<file path="src/rtl/iccm_arb_pkg.sv">
// Shared types for the ICCM port arbiter: FSM states and response ownership.
package iccm_arb_pkg;

  typedef enum logic [1:0] {ST_BOOT, ST_RUN, ST_DRAIN} arb_state_e;

  typedef enum logic {OWN_F, OWN_H} arb_own_e;

endpackage

</file>
<file path="src/rtl/iccm_resp_router.sv">
// Tracks the one outstanding ICCM response and steers rvalid/rdata (or a host
// write ack) back to the requester that was granted the previous cycle.
module iccm_resp_router
  import iccm_arb_pkg::*;
#(
  parameter int unsigned DATA_WIDTH = 32
) (
  input  logic                  clk_i,
  input  logic                  rst_i,
  input  logic                  f_gnt_i,
  input  logic                  h_gnt_i,
  input  logic                  h_we_i,
  input  logic                  mem_rvalid_i,
  input  logic [DATA_WIDTH-1:0] mem_rdata_i,
  output logic                  pend_f_o,
  output logic                  f_rvalid_o,
  output logic [DATA_WIDTH-1:0] f_rdata_o,
  output logic                  h_rvalid_o,
  output logic [DATA_WIDTH-1:0] h_rdata_o
);

  logic     pend_vld_q;
  arb_own_e pend_own_q;
  logic     wack_q;
  logic     rsp_ok;

  always_ff @(posedge clk_i) begin
    if (rst_i) begin
      pend_vld_q <= 1'b0;
      pend_own_q <= OWN_F;
      wack_q     <= 1'b0;
    end else begin
      pend_vld_q <= (f_gnt_i | h_gnt_i) & ~(h_gnt_i & h_we_i);
      pend_own_q <= h_gnt_i ? OWN_H : OWN_F;
      wack_q     <= h_gnt_i & h_we_i;
    end
  end

  // Responses landing in a reset cycle belong to a discarded request.
  always_comb begin
    rsp_ok     = pend_vld_q & mem_rvalid_i & ~rst_i;
    pend_f_o   = pend_vld_q & (pend_own_q == OWN_F);
    f_rvalid_o = rsp_ok & (pend_own_q == OWN_F);
    f_rdata_o  = f_rvalid_o ? mem_rdata_i : '0;
    h_rvalid_o = (wack_q & ~rst_i) | (rsp_ok & (pend_own_q == OWN_H));
    h_rdata_o  = (rsp_ok & (pend_own_q == OWN_H)) ? mem_rdata_i : '0;
  end

endmodule

</file>
<file path="src/rtl/iccm_port_arbiter.sv">
// Shares the single-port ICCM between core fetch and host/loader, sequencing
// boot (host-only) -> run (core enabled) -> drain -> boot on reload.
module iccm_port_arbiter
  import iccm_arb_pkg::*;
#(
  parameter int unsigned ADDR_WIDTH = 12,
  parameter int unsigned DATA_WIDTH = 32,
  parameter int unsigned MAX_WAIT   = 4,
  parameter bit          BOOT_EN    = 1'b1
) (
  input  logic                    clk_i,
  input  logic                    rst_i,
  input  logic                    load_done_i,
  input  logic                    reload_i,
  output logic                    core_en_o,
  input  logic                    f_req_i,
  input  logic [ADDR_WIDTH-1:0]   f_addr_i,
  output logic                    f_gnt_o,
  output logic                    f_rvalid_o,
  output logic [DATA_WIDTH-1:0]   f_rdata_o,
  input  logic                    h_req_i,
  input  logic                    h_we_i,
  input  logic [ADDR_WIDTH-1:0]   h_addr_i,
  input  logic [DATA_WIDTH-1:0]   h_wdata_i,
  input  logic [DATA_WIDTH/8-1:0] h_wmask_i,
  output logic                    h_gnt_o,
  output logic                    h_rvalid_o,
  output logic [DATA_WIDTH-1:0]   h_rdata_o,
  output logic                    mem_req_o,
  output logic                    mem_we_o,
  output logic [ADDR_WIDTH-1:0]   mem_addr_o,
  output logic [DATA_WIDTH-1:0]   mem_wdata_o,
  output logic [DATA_WIDTH/8-1:0] mem_wmask_o,
  input  logic [DATA_WIDTH-1:0]   mem_rdata_i,
  input  logic                    mem_rvalid_i
);

  localparam int unsigned WCW = (MAX_WAIT < 1) ? 1 : $clog2(MAX_WAIT + 1);
  localparam logic [WCW-1:0] WAIT_MAX = WCW'(MAX_WAIT);
  localparam arb_state_e RESET_ST = BOOT_EN ? ST_BOOT : ST_RUN;

  arb_state_e     state_q;
  logic           core_en_q;
  logic [WCW-1:0] wait_cnt_q;
  logic           host_first;
  logic           pend_f;

  always_comb begin
    f_gnt_o    = 1'b0;
    h_gnt_o    = 1'b0;
    host_first = (wait_cnt_q == WAIT_MAX);
    if (!rst_i) begin
      unique case (state_q)
        ST_BOOT: h_gnt_o = h_req_i;
        ST_RUN: begin
          h_gnt_o = h_req_i & (host_first | ~f_req_i);
          f_gnt_o = f_req_i & ~h_gnt_o;
        end
        default: ;
      endcase
    end
  end

  always_comb begin
    mem_req_o   = f_gnt_o | h_gnt_o;
    mem_we_o    = h_gnt_o & h_we_i;
    mem_addr_o  = h_gnt_o ? h_addr_i : f_addr_i;
    mem_wdata_o = h_gnt_o ? h_wdata_i : '0;
    mem_wmask_o = h_gnt_o ? h_wmask_i : '0;
    core_en_o   = core_en_q;
  end

  // A fetch granted on the reload cycle is the only response left in flight,
  // so DRAIN is entered exactly when that grant happens.
  always_ff @(posedge clk_i) begin
    if (rst_i) begin
      state_q    <= RESET_ST;
      core_en_q  <= !BOOT_EN;
      wait_cnt_q <= '0;
    end else begin
      unique case (state_q)
        ST_BOOT: begin
          if (load_done_i) begin
            state_q   <= ST_RUN;
            core_en_q <= 1'b1;
          end
        end
        ST_RUN: begin
          if (reload_i) begin
            state_q   <= f_gnt_o ? ST_DRAIN : ST_BOOT;
            core_en_q <= 1'b0;
          end
        end
        ST_DRAIN: begin
          if (mem_rvalid_i | ~pend_f) state_q <= ST_BOOT;
        end
        default: begin
          state_q   <= ST_BOOT;
          core_en_q <= 1'b0;
        end
      endcase

      if (h_gnt_o) wait_cnt_q <= '0;
      else if (h_req_i && wait_cnt_q != WAIT_MAX) wait_cnt_q <= wait_cnt_q + 1'b1;
    end
  end

  iccm_resp_router #(
    .DATA_WIDTH(DATA_WIDTH)
  ) u_router (
    .clk_i       (clk_i),
    .rst_i       (rst_i),
    .f_gnt_i     (f_gnt_o),
    .h_gnt_i     (h_gnt_o),
    .h_we_i      (h_we_i),
    .mem_rvalid_i(mem_rvalid_i),
    .mem_rdata_i (mem_rdata_i),
    .pend_f_o    (pend_f),
    .f_rvalid_o  (f_rvalid_o),
    .f_rdata_o   (f_rdata_o),
    .h_rvalid_o  (h_rvalid_o),
    .h_rdata_o   (h_rdata_o)
  );

endmodule

</file>
<file path="config.mk">
export PLATFORM = sky130hd
export DESIGN_NAME = iccm_port_arbiter
export DESIGN_NICKNAME = d
export VERILOG_FILES = /design/src/rtl/iccm_arb_pkg.sv /design/src/rtl/iccm_resp_router.sv /design/src/rtl/iccm_port_arbiter.sv
export SDC_FILE = /design/constraint.sdc
export NUM_CORES = 1
export LEC_CHECK = 0
export ABC_AREA = 1
export CAP_MARGIN = 20
export CORE_MARGIN = 10
export CORE_UTILIZATION = 22
export DETAILED_ROUTE_END_ITERATION = 7
export HOLD_SLACK_MARGIN = 0.08
export PLACE_DENSITY = 0.83
export RECOVER_POWER = 50
export SETUP_SLACK_MARGIN = 0.3
export SLEW_MARGIN = 20
export SYNTH_ARGS = -nofsm -noshare
export SYNTH_HDL_FRONTEND = slang
export SYNTH_SLANG_ARGS = --single-unit
</file>
<file path="constraint.sdc">
create_clock -name clk_i -period 1.5 [get_ports clk_i]
set_input_delay 0.15 -clock clk_i [delete_from_list [all_inputs] [get_ports clk_i]]
set_output_delay 0.15 -clock clk_i [all_outputs]
set_load 0.02 [all_outputs]
</file>
# [Yosys cells after proc, flatten, opt, wreduce, memory -nomap -nowiden]
# Cells that the tools add are included.
[totals] latch_bits=0 mem_count=0 ram_bits=0 reg_bits=9 out_inout_bits=119 mem_bits_ro=0 in_bits=100 wordCells=58
[classes] muxes=18 mul=0 n_eq_ne=7 div=0 n_shift=0 bitwise_logic=21 n_lt_le_gt_ge=0 addsub=1 n_reduce_logical=5
[op_table] op="2-to-1 mux 32 bit" count=3
[op_table] op="2-to-1 mux 12 bit" count=1
[op_table] op="AND 1 bit" count=10
[op_table] op="2-to-1 mux 2 bit" count=4
[op_table] op="NOT 1 bit" count=7
[op_table] op="2-to-1 mux 1 bit" count=6
[op_table] op="!= test 2 bit (second input constant)" count=3
[op_table] op="case mux 2 bit (3 select lines)" count=1
[op_table] op="AND reduction 3 bit" count=2
[op_table] op="2-to-1 mux 4 bit" count=1
[op_table] op="OR 1 bit" count=4
[op_table] op="adder 3 x 1 -> 3 bit (second input constant)" count=1
[op_table] op="equality test 3 bit (second input constant)" count=1
[op_table] op="!= test 3 bit (second input constant)" count=1
[op_table] op="case mux 1 bit (3 select lines)" count=1
[op_table] op="equality test 2 x 1 -> 1 bit (second input constant)" count=1
[op_table] op="equality test 2 bit (second input constant)" count=1
[op_table] op="zero test 2 bit" count=1
[op_table] op="case mux 1 bit (2 select lines)" count=1
[op_table] op="OR reduction 2 bit" count=1
[op_table] op="logical AND 1 bit" count=1

# [Logic depth before layout (Yosys ltp)]
[depth] ltp_word=10 ltp_mapped=9 mapped_depth_nobuf=8

# [Modules after synthesis]
# From an unflattened synthesis, not the netlist that was laid out.
[hier_totals] cells_unflattened=295 area_unflattened_um2=1372.6
[by_module_without_submodules] mod="iccm_port_arbiter" instances=1 seq_area_each_um2=120.1 area_per_inst_um2=809.5 cells_each=172
[by_module_without_submodules] mod="iccm_resp_router" instances=1 seq_area_each_um2=60.1 area_per_inst_um2=563.0 cells_each=123

# [Worst setup path before layout]
# No wires, ideal clock.
[synth_timing] kind="flip-flop to output port" start="register wait_cnt_q[0]" end="output mem_addr_o[10]" required_time_ns=1.350 slack_ns=0.085 path_buffers=1 t_arrival_ns=1.265 stages_incl_launch_ff=9 cell_sequence="dfxtp_1 > inv_1 > ha_1 > nand2_1 > nand3_2 > nand3_4 > buf_2 > nand2_1 > nand2_1"
[synth_via] elab_chain_len=6
[synth_rtl] item="from (decl)" line="iccm_port_arbiter.sv:44" rtl="logic [WCW-1:0] wait_cnt_q;"
[synth_rtl] item="from (signal assigned)" line="iccm_port_arbiter.sv:104" rtl="else if (h_req_i && wait_cnt_q != WAIT_MAX) wait_cnt_q <= wait_cnt_q + 1'b1;"
[synth_rtl] item="equality test 3 bit" line="iccm_port_arbiter.sv:51" rtl="host_first = (wait_cnt_q == WAIT_MAX);"
[synth_rtl] item="OR 1 bit" line="iccm_port_arbiter.sv:56" rtl="h_gnt_o = h_req_i & (host_first | ~f_req_i);"
[synth_rtl] item="AND 1 bit" line="iccm_port_arbiter.sv:56"
[synth_rtl] item="case mux 1 bit (2 select lines)" line="iccm_port_arbiter.sv:53" rtl="unique case (state_q)"
[synth_rtl] item="2-to-1 mux 1 bit" line="iccm_port_arbiter.sv:52" rtl="if (!rst_i) begin"
[synth_rtl] item="2-to-1 mux 12 bit" line="iccm_port_arbiter.sv:67" rtl="mem_addr_o = h_gnt_o ? h_addr_i : f_addr_i;"
[synth_rtl] item="to (decl)" line="iccm_port_arbiter.sv:31" rtl="output logic [ADDR_WIDTH-1:0] mem_addr_o,"
# Every way passes these cells.

# [Worst setup path in the final report]
[layout_timing] start="register wait_cnt_q[1]" end="output mem_addr_o[11]"
# Same word-level chain as after synthesis.

==> metrics.txt <==
Final Max Tran Viols 0; worst-path fanout max 6; Hold Buf Count CTS 0; sequential share of the synthesized area 0.135; main combinational cell family by area after synthesis simple AND/OR/NAND/NOR gates; PD cells 362 nW/µm²; IR Drop Worst-Case VDD 0.294 mV; CP arrival 1.71 ns; via/cell ratio 4.82; Synth Cell Area 1340 µm²; max cap viols 0; max_slew headroom 0.798; post-synthesis mux area share 0; gpl congestion 0.802; Critical Path Start Type register; DP Cell Count 591; end of the worst register-to-register path u_router.pend_vld_q; clk root buf clkbuf_8; crit path to mem_addr_o[11]; chip width 98.0 µm; Syn. warnings 0; drt initial violations 150; post-detail-place hpwl 7.60 mm; R2R depth 9; share of post-route cells with drive strength above 1 0.598; period utilisation layout 1.24; nets@finish 660; RSZ-0062 raised after global routing true; Bufs on Longest Clock Path 2; fillers 181; Synth Area in Compound Gates 0.0225; synthesized-area fraction occupied by adder cells 0.0187; worst min path class in -> reg; Hold Violations, Final 0; total clock buffers created by CTS 3; synth unique cells 16; CTS tree done; Crit path required time 1.35 ns; Core Area 5920 µm²; die area 9600 µm²; via count 3047; final setup TNS -17.81 ns; Worst Setup SP wait_cnt_q[1]; Leak 2.60 nW; first-pass GRT wire length 16.8 mm; I/O Pins 219; Post-Route WL 14.5 mm; Synth Area per Inst 4.63 µm²; Worst-Skew Late Latency 0.24 ns; Yosys reg bits 9; DR pass1 iterations 5; number of buffers added on ports 218; Post-Syn Instances 289; syn nets 391; Tot GR Track Use 0.213; grt total ovfl 0; r2r setup slk 0.01 ns; number of antenna violations at the first check in global routing 0; Tmin final 1.86 ns; WL/cell 23.0 µm; Post-Synth XOR/XNOR Area 0; Multi-input gate area 1710 µm²; CTS H-Tree Depth 1; vias in the first global route 3001; area delta synth->final 314%; highest clock rate 0.537 GHz; Reg area 189 µm²; Setup WS post-layout -0.362 ns; run status finished with violations; Post-Synth Simple-Gate Area 0.530; n_diodes 0; post-route insts no fill 632; most frequent cells in the layout buf_6 (129), nor2_4 (100), clkdlybuf4s50_1 (97); Final setup viols 92; Layout Skew 0.00962 ns; worst r2r src wait_cnt_q[1]; commonest non-fill, non-tap cell in the layout buf_6; failing checks setup timing; DRT antenna net count 0; largest net degree at the start of global routing 34; # DRC 0; Crit. End Element primary output; Rows 28; clock slew at reported path FFs 0.06 ns; Setup CP Type reg -> out; initial core utilization 0.226; Least-Margin Pin Slew 0.304 ns; Die Y 98.0 µm; CTS Sinks 9
report_power, final:
| part | switching (W) | total, W | internal [W] |
|---|---|---|---|
| sequential | 0.0000191 | 0.000277 | 0.000258 |
| combinational | 0.000717 | 0.00143 | 0.000713 |
| clock | 0.000118 | 0.000300 | 0.000183 |
cells by family after synthesis:
family	Yosys count
buffers and inverters	99
and+or+nand+nor	173
AOI/OAI and AO/OA	6
DFF	9
adders and majority gates	2
critical path, stage by stage, from the launching register on:
cell and delay, ns:
dfxtp_2 0.33, inv_2 0.09, ha_4 0.17, nand2_4 0.06
nand3_4 0.12, nand3_4 0.22, buf_12 0.23, nand2_2 0.06
nand2_2 0.05, buf_6 0.13
state kept, by name, summed over array words and instances, names as in the netlist:
name and cells:
state_q 2, u_router.pend_vld_q 1, core_en_o 1, wait_cnt_q 3, u_router.pend_own_q 1, u_router.wack_q 1
through the flow:
stage / setup slack [ns] / area (µm²) / hold WS (ns) / power, W / utilization
after floorplan: 0.177 / 1570 / 0.219 / 0.000704 / -
after global placement: -0.619 / 3950 / 0.445 / 0.00125 / 0.667
after detailed placement: -0.631 / 3950 / 0.454 / 0.00126 / 0.667
after CTS: -0.274 / 4840 / 0.350 / 0.00181 / 0.817
after global routing: -0.401 / 5540 / 0.390 / 0.00208 / 0.936
final: -0.362 / 5540 / 0.405 / 0.00201 / 0.936
per-layer routing:
layer	track usage	wire length, µm	vias up
met5	0	0	-
met4	0.0459	645	0
met3	0.0846	1420	45
met2	0.413	7710	221
met1	0.204	4760	1444
li1	-	-	1337
synthesized netlist by cell type, drive strengths merged:
cell / n / share of area
nand3b: 1 / 0.0056
a21oi: 6 / 0.022
inv: 87 / 0.24
dfxtp: 9 / 0.13
buf: 12 / 0.050
ha: 2 / 0.019
nand2: 53 / 0.15
nor3b: 1 / 0.0056
nand4: 2 / 0.019
nand3: 8 / 0.043
nor2: 108 / 0.31
what timing repair did:
item / in CTS / in global routing
pin swaps: 8 / 10
setup buffers: 14 / 11
setup endpoints to repair: 122 / 123
resized for setup: 812 / 123
gates cloned: 8 / 4
worst min-delay path by stage:
stage / startpoint / endpoint / depth (start not counted)
floorplan: rst_i / core_en_o / 1
detailed placement: core_en_o / core_en_o / 2
global placement: core_en_o / core_en_o / 2
global route: rst_i / state_q[0] / 3
finish: rst_i / state_q[0] / 3
CTS: rst_i / state_q[0] / 3
area by class of cell:
type	count	share of cell area
inverter	87	0.0607
clock buffer	3	0.00745
timing repair buffer	274	0.569
timing repair inverter	1	0.00158
clock inverter	1	0.000903
multi-input combinational	182	0.309
tap	75	0.0169
sequential	9	0.0341
Note: power is estimated with default switching activity, not from simulation.
